**config.mk**
```make
export PLATFORM = sky130hd
export DESIGN_NAME = spi_target_port
export DESIGN_NICKNAME = d
export VERILOG_FILES = /design/src/rtl/spi_target_port.sv
export SDC_FILE = /design/constraint.sdc
export NUM_CORES = 1
export LEC_CHECK = 0
export CAP_MARGIN = 30
export CORE_MARGIN = 2
export CORE_UTILIZATION = 45
export DETAILED_ROUTE_END_ITERATION = 6
export PLACE_DENSITY = 0.72
export REMOVE_ABC_BUFFERS = 1
export SYNTH_ARGS = -nofsm -noshare
export SYNTH_HDL_FRONTEND = slang
export SYNTH_SLANG_ARGS = --single-unit
```
**constraint.sdc**
```tcl
create_clock -name clk -period 1.85 [get_ports clk]
set_input_delay 0.185 -clock clk [delete_from_list [all_inputs] [get_ports clk]]
set_output_delay 0.185 -clock clk [all_outputs]
set_load 0.01 [all_outputs]
```
**src/rtl/spi_target_port.sv**
```systemverilog
// SPI mode-3 target endpoint: oversamples SCK/SSEL/MOSI on clk and shifts
// DATA_WIDTH-bit words MSB first, with a one-entry TX holding register.
module spi_target_port #(
  parameter int unsigned           DATA_WIDTH    = 8,
  parameter logic [DATA_WIDTH-1:0] UNDERRUN_WORD = '1
) (
  input  logic                  clk,
  input  logic                  rst_n,
  input  logic                  sck,
  input  logic                  ssel,
  input  logic                  mosi,
  output logic                  miso,
  output logic                  miso_oe,
  input  logic [DATA_WIDTH-1:0] tx_data,
  input  logic                  tx_valid,
  output logic                  tx_ready,
  output logic [DATA_WIDTH-1:0] rx_data,
  output logic                  rx_valid,
  output logic                  tx_underrun,
  output logic                  busy
);

  localparam int unsigned     CW       = (DATA_WIDTH > 1) ? $clog2(DATA_WIDTH) : 1;
  localparam logic [CW-1:0]   LAST_BIT = CW'(DATA_WIDTH - 1);

  typedef enum logic {ST_IDLE, ST_SEL} state_t;

  logic sck_s1, sck_s2, sck_s3;
  logic ssel_s1, ssel_s2;
  logic mosi_s1, mosi_s2;
  logic sck_rise, sck_fall;

  state_t                state;
  logic [CW-1:0]         bit_cnt;
  logic                  tx_phase;
  logic [DATA_WIDTH-1:0] tx_shift;
  logic [DATA_WIDTH-1:0] rx_shift;
  logic [DATA_WIDTH-1:0] tx_hold;

  always_ff @(posedge clk or negedge rst_n) begin
    if (!rst_n) begin
      sck_s1  <= 1'b1;
      sck_s2  <= 1'b1;
      sck_s3  <= 1'b1;
      ssel_s1 <= 1'b1;
      ssel_s2 <= 1'b1;
      mosi_s1 <= 1'b0;
      mosi_s2 <= 1'b0;
    end else begin
      sck_s1  <= sck;
      sck_s2  <= sck_s1;
      sck_s3  <= sck_s2;
      ssel_s1 <= ssel;
      ssel_s2 <= ssel_s1;
      mosi_s1 <= mosi;
      mosi_s2 <= mosi_s1;
    end
  end

  assign sck_rise = sck_s2 & ~sck_s3;
  assign sck_fall = ~sck_s2 & sck_s3;

  // Holding-register "full" is kept as the inverse of tx_ready, so an accept
  // and a word-start load are mutually exclusive by construction.
  always_ff @(posedge clk or negedge rst_n) begin
    if (!rst_n) begin
      state       <= ST_IDLE;
      bit_cnt     <= '0;
      tx_phase    <= 1'b0;
      tx_shift    <= '0;
      rx_shift    <= '0;
      tx_hold     <= '0;
      tx_ready    <= 1'b1;
      miso        <= 1'b0;
      miso_oe     <= 1'b0;
      busy        <= 1'b0;
      rx_data     <= '0;
      rx_valid    <= 1'b0;
      tx_underrun <= 1'b0;
    end else begin
      rx_valid    <= 1'b0;
      tx_underrun <= 1'b0;
      miso_oe     <= ~ssel_s2;
      busy        <= ~ssel_s2;

      if (tx_valid && tx_ready) begin
        tx_hold  <= tx_data;
        tx_ready <= 1'b0;
      end

      case (state)
        ST_IDLE: begin
          if (!ssel_s2) begin
            state    <= ST_SEL;
            bit_cnt  <= '0;
            tx_phase <= 1'b0;
          end
        end
        ST_SEL: begin
          if (ssel_s2) begin
            state    <= ST_IDLE;
            bit_cnt  <= '0;
            tx_phase <= 1'b0;
          end else if (sck_fall) begin
            if (bit_cnt == '0 && !tx_phase) begin
              tx_phase <= 1'b1;
              if (!tx_ready) begin
                miso     <= tx_hold[DATA_WIDTH-1];
                tx_shift <= tx_hold << 1;
                tx_ready <= 1'b1;
              end else begin
                miso        <= UNDERRUN_WORD[DATA_WIDTH-1];
                tx_shift    <= UNDERRUN_WORD << 1;
                tx_underrun <= 1'b1;
              end
            end else begin
              miso     <= tx_shift[DATA_WIDTH-1];
              tx_shift <= tx_shift << 1;
            end
          end else if (sck_rise) begin
            rx_shift <= {rx_shift[DATA_WIDTH-2:0], mosi_s2};
            if (bit_cnt == LAST_BIT) begin
              rx_data  <= {rx_shift[DATA_WIDTH-2:0], mosi_s2};
              rx_valid <= 1'b1;
              bit_cnt  <= '0;
              tx_phase <= 1'b0;
            end else begin
              bit_cnt <= bit_cnt + 1'b1;
            end
          end
        end
        default: state <= ST_IDLE;
      endcase
    end
  end

endmodule

```
# Word level (Yosys, flattened, before mapping)
# Cells that the tools add are included.
[word_totals] regBits=48 inputBits=14 output_inout_bits=14 elab_cells=77
[op_classes] add_sub_neg=1 eq_ne=7 mux=34 bitwise_logic=7 n_reduce_logical=9
[ops] cell="$mux W1" count=25
[ops] cell="$mux W8" count=2
[ops] cell="$mux W3" count=5
[ops] cell="$ne A4 B3 Y1 const B" count=2
[ops] cell="$reduce_and A4 Y1" count=2
[ops] cell="$ne A3 B3 Y1 const B" count=2
[ops] cell="$pmux W3 S2" count=1
[ops] cell="$reduce_and A3 Y1" count=2
[ops] cell="$not A1 Y1" count=5
[ops] cell="$reduce_and A5 Y1" count=1
[ops] cell="$ne A4 B4 Y1 const B" count=1
[ops] cell="$add A3 B1 Y3 const B" count=1
[ops] cell="$eq A3 B3 Y1 const B" count=1
[ops] cell="$logic_not A3 Y1" count=1
[ops] cell="$and A1 B1 Y1" count=2
[ops] cell="$logic_and A1 B1 Y1" count=2
[ops] cell="$ne A2 B2 Y1 const B" count=1
[ops] cell="$pmux W1 S2" count=1
[ops] cell="$logic_not A1 Y1" count=1

# Longest topological paths before layout
[logic_depth] ltp_word=7 mapped_depth=6 mapped_depth_nobuf=5

# Worst setup path before layout
# Ideal clock, no wire load.
[synth_timing] kind="flip-flop to flip-flop" start="reg bit_cnt[0]" end="reg tx_phase" setup_time_ns=0.121 arrival_time_ns=1.399 t_required_ns=1.729 setup_slack_ns=0.330 path_stages_with_launch=6 path_buffers=0 synth_period_minus_slack_ns=1.520 cell_sequence="dfrtp_1 -> ha_1 -> ha_1 -> and3b_1 -> o311a_1 -> o22a_1"
[synth_via] elab_chain_len=4 word_cells_on_any_way=6 classes_between="3 x eq/ne; 3 x reduce/logical"
[synth_rtl] item="start, declared" line="34" rtl="logic [CW-1:0] bit_cnt;"
[synth_rtl] item="start signal, assigned" line="128" rtl="bit_cnt <= bit_cnt + 1'b1;"
[synth_rtl] item="$logic_not A3 Y1" line="105" rtl="if (bit_cnt == '0 && !tx_phase) begin"
[synth_rtl] item="$logic_and A1 B1 Y1" line="105"
[synth_rtl] item="$ne A4 B3 Y1 (no source line)"
[synth_rtl] item="$reduce_and A4 Y1 (no source line) *"
[synth_rtl] item="end signal, assigned" line="103" rtl="tx_phase <= 1'b0;"
[synth_rtl] item="end signal, assigned" line="106" rtl="tx_phase <= 1'b1;"
[synth_rtl] item="end signal, assigned" line="126" rtl="tx_phase <= 1'b0;"
[synth_rtl] item="end, declared" line="35" rtl="logic tx_phase;"
# Every way passes the cells marked *; elsewhere a longest branch is shown, timed or not.
# A chain may end at the register's enable or synchronous reset.

# Worst setup path in the final report
[layout_timing] start="reg tx_ready" end="out tx_ready"
[layout_rtl] item="start, declared" line="16" rtl="output logic tx_ready,"
[layout_rtl] item="start signal, assigned" line="73" rtl="tx_ready <= 1'b1;"
[layout_rtl] item="start signal, assigned" line="88" rtl="tx_ready <= 1'b0;"
[layout_rtl] item="start signal, assigned" line="110" rtl="tx_ready <= 1'b1;"
# No word-level cell between the ends.

==> flow_metrics.py <==
metrics = {
    "logic_synthesis": {
        "synth_edf_count": 0,
        "synthAdderAreaFrac_pct": 2.60,
        "synth_compound_area_share_pct": 6.37,
        "post_synth.cell_area_avg_um2": 13.9,
        "ys_seq_area_share_pct": 60.2,
        "ys.warnings.count": 0,
        "async_flop_share_pct": 100,
        "syn_inst": 139,
        "synth_area_um2": 1930,
        "synth-xor-area-share_pct": 0,
        "synth_mux_area_share_pct": 15.5,
        "synth_top_area_share_pct": 52.0,
        "synth.area.top_cells": "dfrtp_1, dfstp_2, mux2_4",
        "synth_cell_types": 33,
        "yosys.area.top_type": "dfrtp_1",
        "yosys.area_share.simple_pct": 12.2,
        "synth_top_family_by_area": "multiplexers",
        "synth_ff_type": "dfrtp_1",
        "ys_seq_elements": 46,
    },
    "critical_path": {
        "end_kind": "output pin",
        "path_cells": "clkdlybuf4s50_1",
        "arrival_ns": 1.52,
        "critPathLaunchType": "flip-flop",
        "crit_family": "flip-flops",
        "critPathBufInv": 1,
        "cp.required_ns": 1.66,
        "crit_slowest_cell": "dfstp_2",
        "cp_max_fo": 12,
        "path_class": "flip-flop to output pin",
        "critPathMaxStageDelay_ns": 0.65,
    },
    "placement": {
        "io_buffer_count": 27,
        "post-place-ws_ns": 0.232,
        "hpwlAfterDp_mm": 2.06,
        "gp_congestion": 0.705,
    },
    "routing": {
        "drc": 0,
        "firstDrtPassIters": 4,
        "viasPerCell": 5.14,
        "antenna_left": 0,
        "via_count": 1146,
        "drt_iter0_markers": 80,
        "wl_mm": 3.01,
        "wire_per_inst_um": 13.5,
    },
    "sta": {
        "clock_skew_ns": 0.00605,
        "period_needed_ns": 1.70,
        "hold_ws_ns": 0.288,
        "slew_headroom_pct": 62.5,
        "tightest_slew_ns": 0.562,
        "max_freq_mhz": 587,
        "rsz0062_at_grt": "false",
        "setup_viol": 0,
        "min_period_over_period_pct": 92.0,
        "totalNegativeSetupSlack_ns": 0,
        "fin_ws_ns": 0.147,
        "slew_violations": 0,
        "hold_violations": 0,
    },
    "cts": {
        "cts_hold_buf": 1,
        "cts_tree": "yes",
        "clk_path_buf_depth": 2,
        "h-tree-depth": 2,
        "insertion_delay_ns": 0.29,
        "cts.sinks": 46,
        "ctsResizeCount": 0,
        "numCtsBuffers": 5,
        "postCtsSetupRepairBufs": 0,
        "cts-root-buf": "clkbuf_8",
        "clk_pin_slew_ns": 0.08,
    },
    "floorplan": {
        "die_x_um": 69.4,
        "start_util_pct": 47.5,
        "rows": 23,
        "die_area_um2": 4820,
        "num_io_pins": 28,
        "core_area_um2": 4060,
        "fp.dieH_um": 69.4,
    },
    "grt": {
        "overflow": 0,
        "antenna_found_initial": 0,
        "grt_use_total_pct": 14.2,
        "grt_pass1_wl_mm": 5.44,
        "grt_start_max_net_pins": 47,
        "grt_pass1_vias": 1210,
    },
    "pwr": {
        "p_leak_nw": 1.09,
        "p_total_mw": 2.26,
        "ir_drop_mv": 0.418,
        "power_density_nw_per_um2": 964,
    },
    "cells_and_area": {
        "area_growth_pct": 21.8,
        "layout_common_cells": "dfrtp_1, clkdlybuf4s50_1, nand2_1",
        "multi_input_area_um2": 706,
        "fill_cells": 338,
        "final_core_util_pct": 57.8,
        "finalNetCount": 190,
        "diodes": 0,
        "drive_gt1_share_pct": 21.4,
        "final_common_cell": "dfrtp_1",
        "regArea_um2": 1160,
    },
    "run": {
        "drv_cap": 0,
    },
    "run_status": {
        "status": "finished, final reports clean",
    },
    "min_path": {
        "hp-class": "input port to flip-flop",
    },
}
-- Yosys cell counts, types with 4 or more instances --
master,number
mux2_2,8
dfstp_2,6
mux2_4,8
inv_1,5
nand2_1,9
nor3b_1,7
dfrtp_1,40
mux2_1,7
nor2_1,8
o31ai_1,8
ha_1,4
-- worst paths after layout --
path / startpoint / slack [ns] / cells past startpoint / endpoint
min: ssel / 0.29 / 1 / ssel_s1
min in group asynchronous: rst_n / 0.50 / 3 / tx_shift[1]
max in group asynchronous: rst_n / 0.96 / 3 / tx_ready
max: tx_ready / 0.15 / 1 / tx_ready
max reg2reg: sck_s2 / 0.23 / 3 / rx_shift[0]
min reg2reg: sck_s1 / 0.35 / 0 / sck_s2
-- power by group --
| part | total (mW) | internal, mW | switching, mW |
|---|---|---|---|
| registers | 1.30 | 1.19 | 0.108 |
| clock network | 0.618 | 0.302 | 0.317 |
| logic | 0.344 | 0.200 | 0.144 |
| total | 2.26 | 1.69 | 0.569 |
-- logic make-up after synthesis --
group,count (synthesis)
AOI/OAI and AO/OA,17
muxes,24
and+or+nand+nor,36
adders and majority gates,4
DFF,46
buffers and inverters,12
-- per-stage QoR --
step	instances	area, um2
after floorplan	133	1890
after global placement	214	2240
after detailed placement	214	2240
after CTS	223	2350
after global routing	223	2350
final	223	2350
-- final cells by class --
cell class / instances / area share [%]
clock buffer: 7 / 3.68
clock inverter: 1 / 0.213
inverter: 6 / 0.960
multi-input combinational: 81 / 30.1
sequential: 46 / 49.4
tap: 50 / 2.67
timing repair buffer: 32 / 13.0
-- flip-flops by register name, indices dropped and copies added (netlist names) --
signal / cells
rx_data: 8
tx_hold: 8
rx_shift: 7
tx_shift: 7
bit_cnt: 3
busy: 1
miso: 1
mosi_s1: 1
mosi_s2: 1
rx_valid: 1
sck_s1: 1
sck_s2: 1
sck_s3: 1
ssel_s1: 1
ssel_s2: 1
tx_phase: 1
tx_ready: 1
tx_underrun: 1
-- metal layers --
metal  vias to the layer above  global-route usage [%]  wire length (um)
met3                         5                    3.49               100
met5                         -                       0                 0
li1                        551                       -                 -
met2                        17                    24.0              1510
met4                         0                    7.19                59
met1                       573                    16.8              1350
(Power assumes the default switching activity.)
